[src/rtl/song_player.sv]
// song_player: two-song auto-play sequencer driving a one-hot note vector.
// Define SONG_PLAYER_LOOP_EN to repeat the song until play drops.
module song_player #(
    parameter int unsigned TICKS_PER_BEAT = 12500000,
    parameter int unsigned GAP_TICKS      = 1250000
) (
    input  logic       CLK,
    input  logic       RESET,
    input  logic       play,
    input  logic       song_sel,
    output logic [7:0] note_sw,
    output logic [5:0] note_pos,
    output logic       busy,
    output logic       done
);
    // state | meaning
    // IDLE  | silent, waiting for a rising edge on play
    // NOTE  | sounding the current entry for beats*TICKS_PER_BEAT cycles
    // GAP   | silence after a note for GAP_TICKS cycles
    typedef enum logic [1:0] {IDLE, NOTE, GAP} state_t;

    localparam int CW = $clog2(3 * TICKS_PER_BEAT + 1);
    localparam logic [CW-1:0] GAP_LOAD = (GAP_TICKS > 0) ? CW'(GAP_TICKS - 1) : '0;

    localparam logic [3:0] N_C = 4'd1;
    localparam logic [3:0] N_D = 4'd2;
    localparam logic [3:0] N_E = 4'd3;
    localparam logic [3:0] N_F = 4'd4;
    localparam logic [3:0] N_G = 4'd5;

    localparam logic [5:0] LAST_SONG0 = 6'd29;
    localparam logic [5:0] LAST_SONG1 = 6'd6;

    state_t        state, state_nxt;
    logic [CW-1:0] cnt, cnt_nxt;
    logic [5:0]    pos, pos_nxt;
    logic          song, song_nxt;
    logic          play_q;
    logic          armed;
    logic          done_q, done_nxt;
    logic          advance;
    logic          start;
    logic          is_last;
    logic [5:0]    pos_inc;
    logic [5:0]    cur_entry;
    logic [5:0]    next_entry;
    logic [5:0]    first_sel_entry;
    logic [5:0]    first_song_entry;

    // Entry format: {code[3:0], beats[1:0]}; code 1..8 selects note_sw bit 8-code.
    function automatic logic [5:0] rom_entry(input logic sel, input logic [5:0] idx);
        logic [3:0] code;
        logic [1:0] beats;
        code  = 4'd0;
        beats = 2'd1;
        if (!sel) begin
            case (idx)
                6'd0, 6'd1, 6'd6, 6'd11, 6'd12,
                6'd15, 6'd16, 6'd21, 6'd26:               code = N_E;
                6'd2, 6'd5, 6'd17, 6'd20:                 code = N_F;
                6'd3, 6'd4, 6'd18, 6'd19:                 code = N_G;
                6'd7, 6'd10, 6'd13, 6'd14,
                6'd22, 6'd25, 6'd27:                      code = N_D;
                6'd8, 6'd9, 6'd23, 6'd24, 6'd28, 6'd29:   code = N_C;
                default:                                  code = 4'd0;
            endcase
            if (idx == 6'd14 || idx == 6'd29) beats = 2'd2;
        end else begin
            case (idx)
                6'd0, 6'd3, 6'd5:  code = N_C;
                6'd1:              code = N_D;
                6'd2, 6'd4, 6'd6:  code = N_E;
                default:           code = 4'd0;
            endcase
        end
        return {code, beats};
    endfunction

    function automatic logic [CW-1:0] note_load(input logic [5:0] entry);
        return CW'(entry[1:0]) * CW'(TICKS_PER_BEAT) - CW'(1);
    endfunction

    // Unused code 0 shifts the bit out entirely, giving silence.
    function automatic logic [7:0] decode(input logic [3:0] code);
        logic [3:0] sh;
        sh = 4'd8 - code;
        return 8'h01 << sh;
    endfunction

    assign pos_inc          = pos + 6'd1;
    assign cur_entry        = rom_entry(song, pos);
    assign next_entry       = rom_entry(song, pos_inc);
    assign first_sel_entry  = rom_entry(song_sel, 6'd0);
    assign first_song_entry = rom_entry(song, 6'd0);
    assign is_last          = (pos == (song ? LAST_SONG1 : LAST_SONG0));
    // armed keeps a play level held through reset from counting as a rising edge.
    assign start            = play && !play_q && armed;

    always_comb begin
        state_nxt = state;
        cnt_nxt   = cnt;
        pos_nxt   = pos;
        song_nxt  = song;
        done_nxt  = 1'b0;
        advance   = 1'b0;
        case (state)
            IDLE: begin
                if (start) begin
                    state_nxt = NOTE;
                    pos_nxt   = 6'd0;
                    song_nxt  = song_sel;
                    cnt_nxt   = note_load(first_sel_entry);
                end
            end
            NOTE: begin
                if (!play) begin
                    state_nxt = IDLE;
                    pos_nxt   = 6'd0;
                    cnt_nxt   = '0;
                end else if (cnt == '0) begin
                    if (GAP_TICKS == 0) begin
                        advance = 1'b1;
                    end else begin
                        state_nxt = GAP;
                        cnt_nxt   = GAP_LOAD;
                    end
                end else begin
                    cnt_nxt = cnt - CW'(1);
                end
            end
            GAP: begin
                if (!play) begin
                    state_nxt = IDLE;
                    pos_nxt   = 6'd0;
                    cnt_nxt   = '0;
                end else if (cnt == '0) begin
                    advance = 1'b1;
                end else begin
                    cnt_nxt = cnt - CW'(1);
                end
            end
            default: begin
                state_nxt = IDLE;
                pos_nxt   = 6'd0;
                cnt_nxt   = '0;
            end
        endcase

        if (advance) begin
            if (is_last) begin
                done_nxt = 1'b1;
                pos_nxt  = 6'd0;
`ifdef SONG_PLAYER_LOOP_EN
                state_nxt = NOTE;
                cnt_nxt   = note_load(first_song_entry);
`else
                state_nxt = IDLE;
                cnt_nxt   = '0;
`endif
            end else begin
                state_nxt = NOTE;
                pos_nxt   = pos_inc;
                cnt_nxt   = note_load(next_entry);
            end
        end
    end

    always_ff @(posedge CLK) begin
        if (RESET) begin
            state  <= IDLE;
            cnt    <= '0;
            pos    <= 6'd0;
            song   <= 1'b0;
            play_q <= 1'b0;
            armed  <= 1'b0;
            done_q <= 1'b0;
        end else begin
            state  <= state_nxt;
            cnt    <= cnt_nxt;
            pos    <= pos_nxt;
            song   <= song_nxt;
            play_q <= play;
            done_q <= done_nxt;
            if (!play) armed <= 1'b1;
        end
    end

    assign note_sw  = (state == NOTE) ? decode(cur_entry[5:2]) : 8'h00;
    assign note_pos = pos;
    assign busy     = (state != IDLE);
    assign done     = done_q;

`ifndef SONG_PLAYER_LOOP_EN
    logic unused_first_song;
    assign unused_first_song = ^first_song_entry;
`endif

endmodule

[config.mk]
export PLATFORM = sky130hd
export DESIGN_NAME = song_player
export DESIGN_NICKNAME = d
export VERILOG_FILES = /design/src/rtl/song_player.sv
export SDC_FILE = /design/constraint.sdc
export NUM_CORES = 1
export LEC_CHECK = 0
export CORE_MARGIN = 4
export CORE_UTILIZATION = 43
export DETAILED_ROUTE_END_ITERATION = 6
export PLACE_DENSITY = 0.62
export SYNTH_ARGS = -nofsm -noshare
export SYNTH_HDL_FRONTEND = slang
export SYNTH_SLANG_ARGS = --single-unit
export TNS_END_PERCENT = 50
[constraint.sdc]
create_clock -name CLK -period 5.1 [get_ports CLK]
set_clock_uncertainty 0.1 [all_clocks]
set_input_delay 1.02 -clock CLK [delete_from_list [all_inputs] [get_ports CLK]]
set_output_delay 1.02 -clock CLK [all_outputs]
set_load 0.02 [all_outputs]
==> results.toml <==
[global_routing]
initial_antenna_violation_count = 0
grt_pass1_vias = 2515
grt_start_max_net_pins = 32
grt_first_pass_wirelength_microns = 12600
grt.total_usage_pct = 20.1
globalRouteOverflowTotal = 0

[finish]
stdcell_count = 454
filler_cell_count = 635
final_core_utilization_pct = 49.3
final_layout_size_suffix_gt1_share_pct = 9.02
layout.nets = 397
area_growth_syn_to_layout_pct = 10.7
n_antenna_cell = 0

[timing]
worstMarginPinSlew_ns = 0.728
final_setup_violating_endpoints = 0
report.final.slew_viol_count = 0
grt_setup_unrepaired = "no"
worst_slew_margin_rel_pct = 51.1
report.final.hold_viol_count = 0
timing.final.crit_share_pct = 74.5
max_clock_freq_mhz = 263
setup-tns-final_ns = 0
post-route-min-period_ns = 3.80

[synth]
avgSynthCellArea_sq_um = 7.79
ys_types = 65
synthTopCellsByArea = "sky130_fd_sc_hd__dfxtp_1, sky130_fd_sc_hd__ha_1, sky130_fd_sc_hd__a21oi_1"
post-synth-top-area-cell = "sky130_fd_sc_hd__dfxtp_1"
synth_seq_cells = 41
fraction_of_the_yosys_area_taken_by_sequential_cells_pct = 28.7
synth_edf_count = 0
synth_top_area_share_pct = 28.7
ys_async_sr_fraction_pct = 0
mappedNetlistArea_sq_um = 2860
post_synth_inst_count = 367
synthesis.yosys.warnings = 0
postSynthNetCount = 387
ys.flop_type = "sky130_fd_sc_hd__dfxtp_1"

[critical_path]
setup.worst_path.end_class = "output pin"
worst_path_largest_cell_delay_ns = 0.62
crit_path_top_delay_cell = "sky130_fd_sc_hd__clkdlybuf4s50_1"
path_cells = "inv_1 > ha_1 > o311ai_0 > a21oi_1 > nor2_1 > clkdlybuf4s50_1"
critical_path.startpoint_type = "flop"
critical_path_fanouts_max = 9
worst-endpoint-arrival_ns = 2.68
timing_worst_setup_path_type = "flop to output pin"
cp.buffers_inverters = 2
critical_path.top_delay_family = "buffers and inverters"
required_ns = 3.98

[placed_design]
dpl.hpwl_microns = 5370
buffer_ports.inserted = 18
post-place-cells = 447
finalWeightedCongestion = 0.824

[clock_tree]
cts.sink_count = 41
holdBufCountCts = 0
cts_max_path_buffers = 2
root_buffer_selected_by_cts = "sky130_fd_sc_hd__clkbuf_8"
cts-buffers-inserted = 5
clk_latency_ns = 0.30
cts.htree.levels = 2
cts.repair_timing.setup_buffer_count = 0
clk_transition_reported_paths_ns = 0.08
cts_repair_resize_count = 0
cts_tree = "done"

[routing]
final_antenna_net_count = 0
drt_iter0_drc = 163
post_drt_via_cell_ratio = 5.98
firstDrtPassIters = 4
routed_wirelength_microns = 7590
post-route-drc-count = 0
dr_total_vias = 2715
average_detailed_routed_wire_length_per_instance_microns = 16.7

[power]
combinationalPowerShare_pct = 37.0
leakage_nw = 1.16
seqPwrFrac_pct = 39.3
ir_drop_uv = 146
power.net_switching_w = 0.000390
pwr-share-clk_pct = 23.6
pwr_cell_area_nw_per_um2 = 306
netSwitchingFraction_pct = 40.3
internal_power_contribution_w = 0.000578

[die]
placementRows = 29
die_outline_area_sq_um = 8020
floorplan.die.width_microns = 89.6
floorplan.io_pins = 20
area_of_the_core_region_sq_um = 6420
dieHeight_microns = 89.6
start_util_pct = 44.5

[job]
timing.max_cap.violations = 0

[hold_path]
holdCritPathClass = "flop to flop"

[run_status]
status = "completed"
[per-layer routing]
metal / GRT usage (%) / share of wire, % / vias up
met4: 5.55 / 0.84 / 0
li1: - / - / 1346
met2: 32.8 / 49 / 75
met1: 27.5 / 47 / 1288
met5: 0 / 0 / -
met3: 2.86 / 4.0 / 6
[synth_stat cells, drive strengths merged, types with 6 or more instances]
cell type and number:
a21oi 41, a22oi 10, a31oi 7, clkbuf 12, dfxtp 41, ha 16, inv 19, mux2i 7
nand2 27, nand2b 8, nand3 10, nand4 6, nor2 43, nor3 16, nor4 8, o21ai 30
[worst register-to-register path, delay by kind of cell (launching register included)]
family          cells  cell delay, ns
fa+ha+maj           1            0.30
simple gates        5            1.77
mux                 1            0.10
flops               1            0.40
compound gates      3            0.53
buf+inv             1            0.12
[kinds of logic after synthesis]
family,share of synthesized area [%]
flip-flops,28.7
other,0.131
multiplexers,3.76
AO/OA/AOI/OAI,25.5
buffers and inverters,5.25
XOR/XNOR,2.14
adder cells (fa/ha/maj),7.00
AND/OR/NAND/NOR,27.5
[layout make-up]
type                       count  area [sq um]  share of cell area, %
inverter                      19          71.3                   2.25
clock inverter                 1          7.51                  0.237
clock buffer                   6          82.6                   2.61
sequential                    41           821                   25.9
tap                           77          96.3                   3.04
multi-input combinational    290          1890                   59.8
timing repair buffer          20           195                   6.16
[power by group through the flow]
stage | combinational [W] | sequential, W | clock [W]
after floorplan | 0.000276 | 0.000379 | 0
final | 0.000359 | 0.000381 | 0.000229
after global placement | 0.000351 | 0.000387 | 0
after global routing | 0.000400 | 0.000385 | 0.000249
after detailed placement | 0.000354 | 0.000388 | 0
after CTS | 0.000356 | 0.000380 | 0.000235
[state kept, by name (all words and copies together) (netlist names), named ones only]
| register | flops |
|---|---|
| done | 1 |
| play_q | 1 |
| note_pos | 6 |
| armed | 1 |
| song | 1 |
| state | 2 |
| cnt | 26 |
[path summary, 6_finish.rpt]
check	start	to	slack, ns	depth (start not counted)
max	note_pos[0]	note_sw[6]	1.30	6
min	armed	armed	0.38	2
max reg2reg	cnt[2]	flop	1.72	11
min reg2reg	armed	armed	0.38	2
[cell usage in the layout (no fill, tap or decap), types with 4 or more instances in the layout]
cell	n
sky130_fd_sc_hd__nand2_1	25
sky130_fd_sc_hd__or3_1	4
sky130_fd_sc_hd__o21ai_0	26
sky130_fd_sc_hd__xnor2_1	4
sky130_fd_sc_hd__clkdlybuf4s50_1	18
sky130_fd_sc_hd__inv_1	18
sky130_fd_sc_hd__clkbuf_8	6
sky130_fd_sc_hd__nor3_1	14
sky130_fd_sc_hd__nor2_1	42
sky130_fd_sc_hd__nand2b_1	7
sky130_fd_sc_hd__a31oi_1	7
sky130_fd_sc_hd__a22oi_1	10
sky130_fd_sc_hd__o22ai_1	4
sky130_fd_sc_hd__mux2i_1	7
sky130_fd_sc_hd__a21oi_1	37
sky130_fd_sc_hd__nand3_1	10
sky130_fd_sc_hd__dfxtp_1	41
sky130_fd_sc_hd__nand4_1	6
sky130_fd_sc_hd__a21o_1	4
sky130_fd_sc_hd__o21ai_1	4
sky130_fd_sc_hd__ha_1	16
sky130_fd_sc_hd__nor4_1	5
[per-stage QoR]
step / setup slack (ns) / power [W] / instance area, sq um / hold slack (ns)
after floorplan: 2.01 / 0.000655 / 2860 / 0.339
after global placement: 1.36 / 0.000739 / 3080 / 0.357
after detailed placement: 1.30 / 0.000741 / 3080 / 0.366
after CTS: 1.31 / 0.000971 / 3170 / 0.379
after global routing: 1.09 / 0.00103 / 3170 / 0.398
final: 1.30 / 0.000968 / 3170 / 0.378
Power figures use the tool's default switching activity.
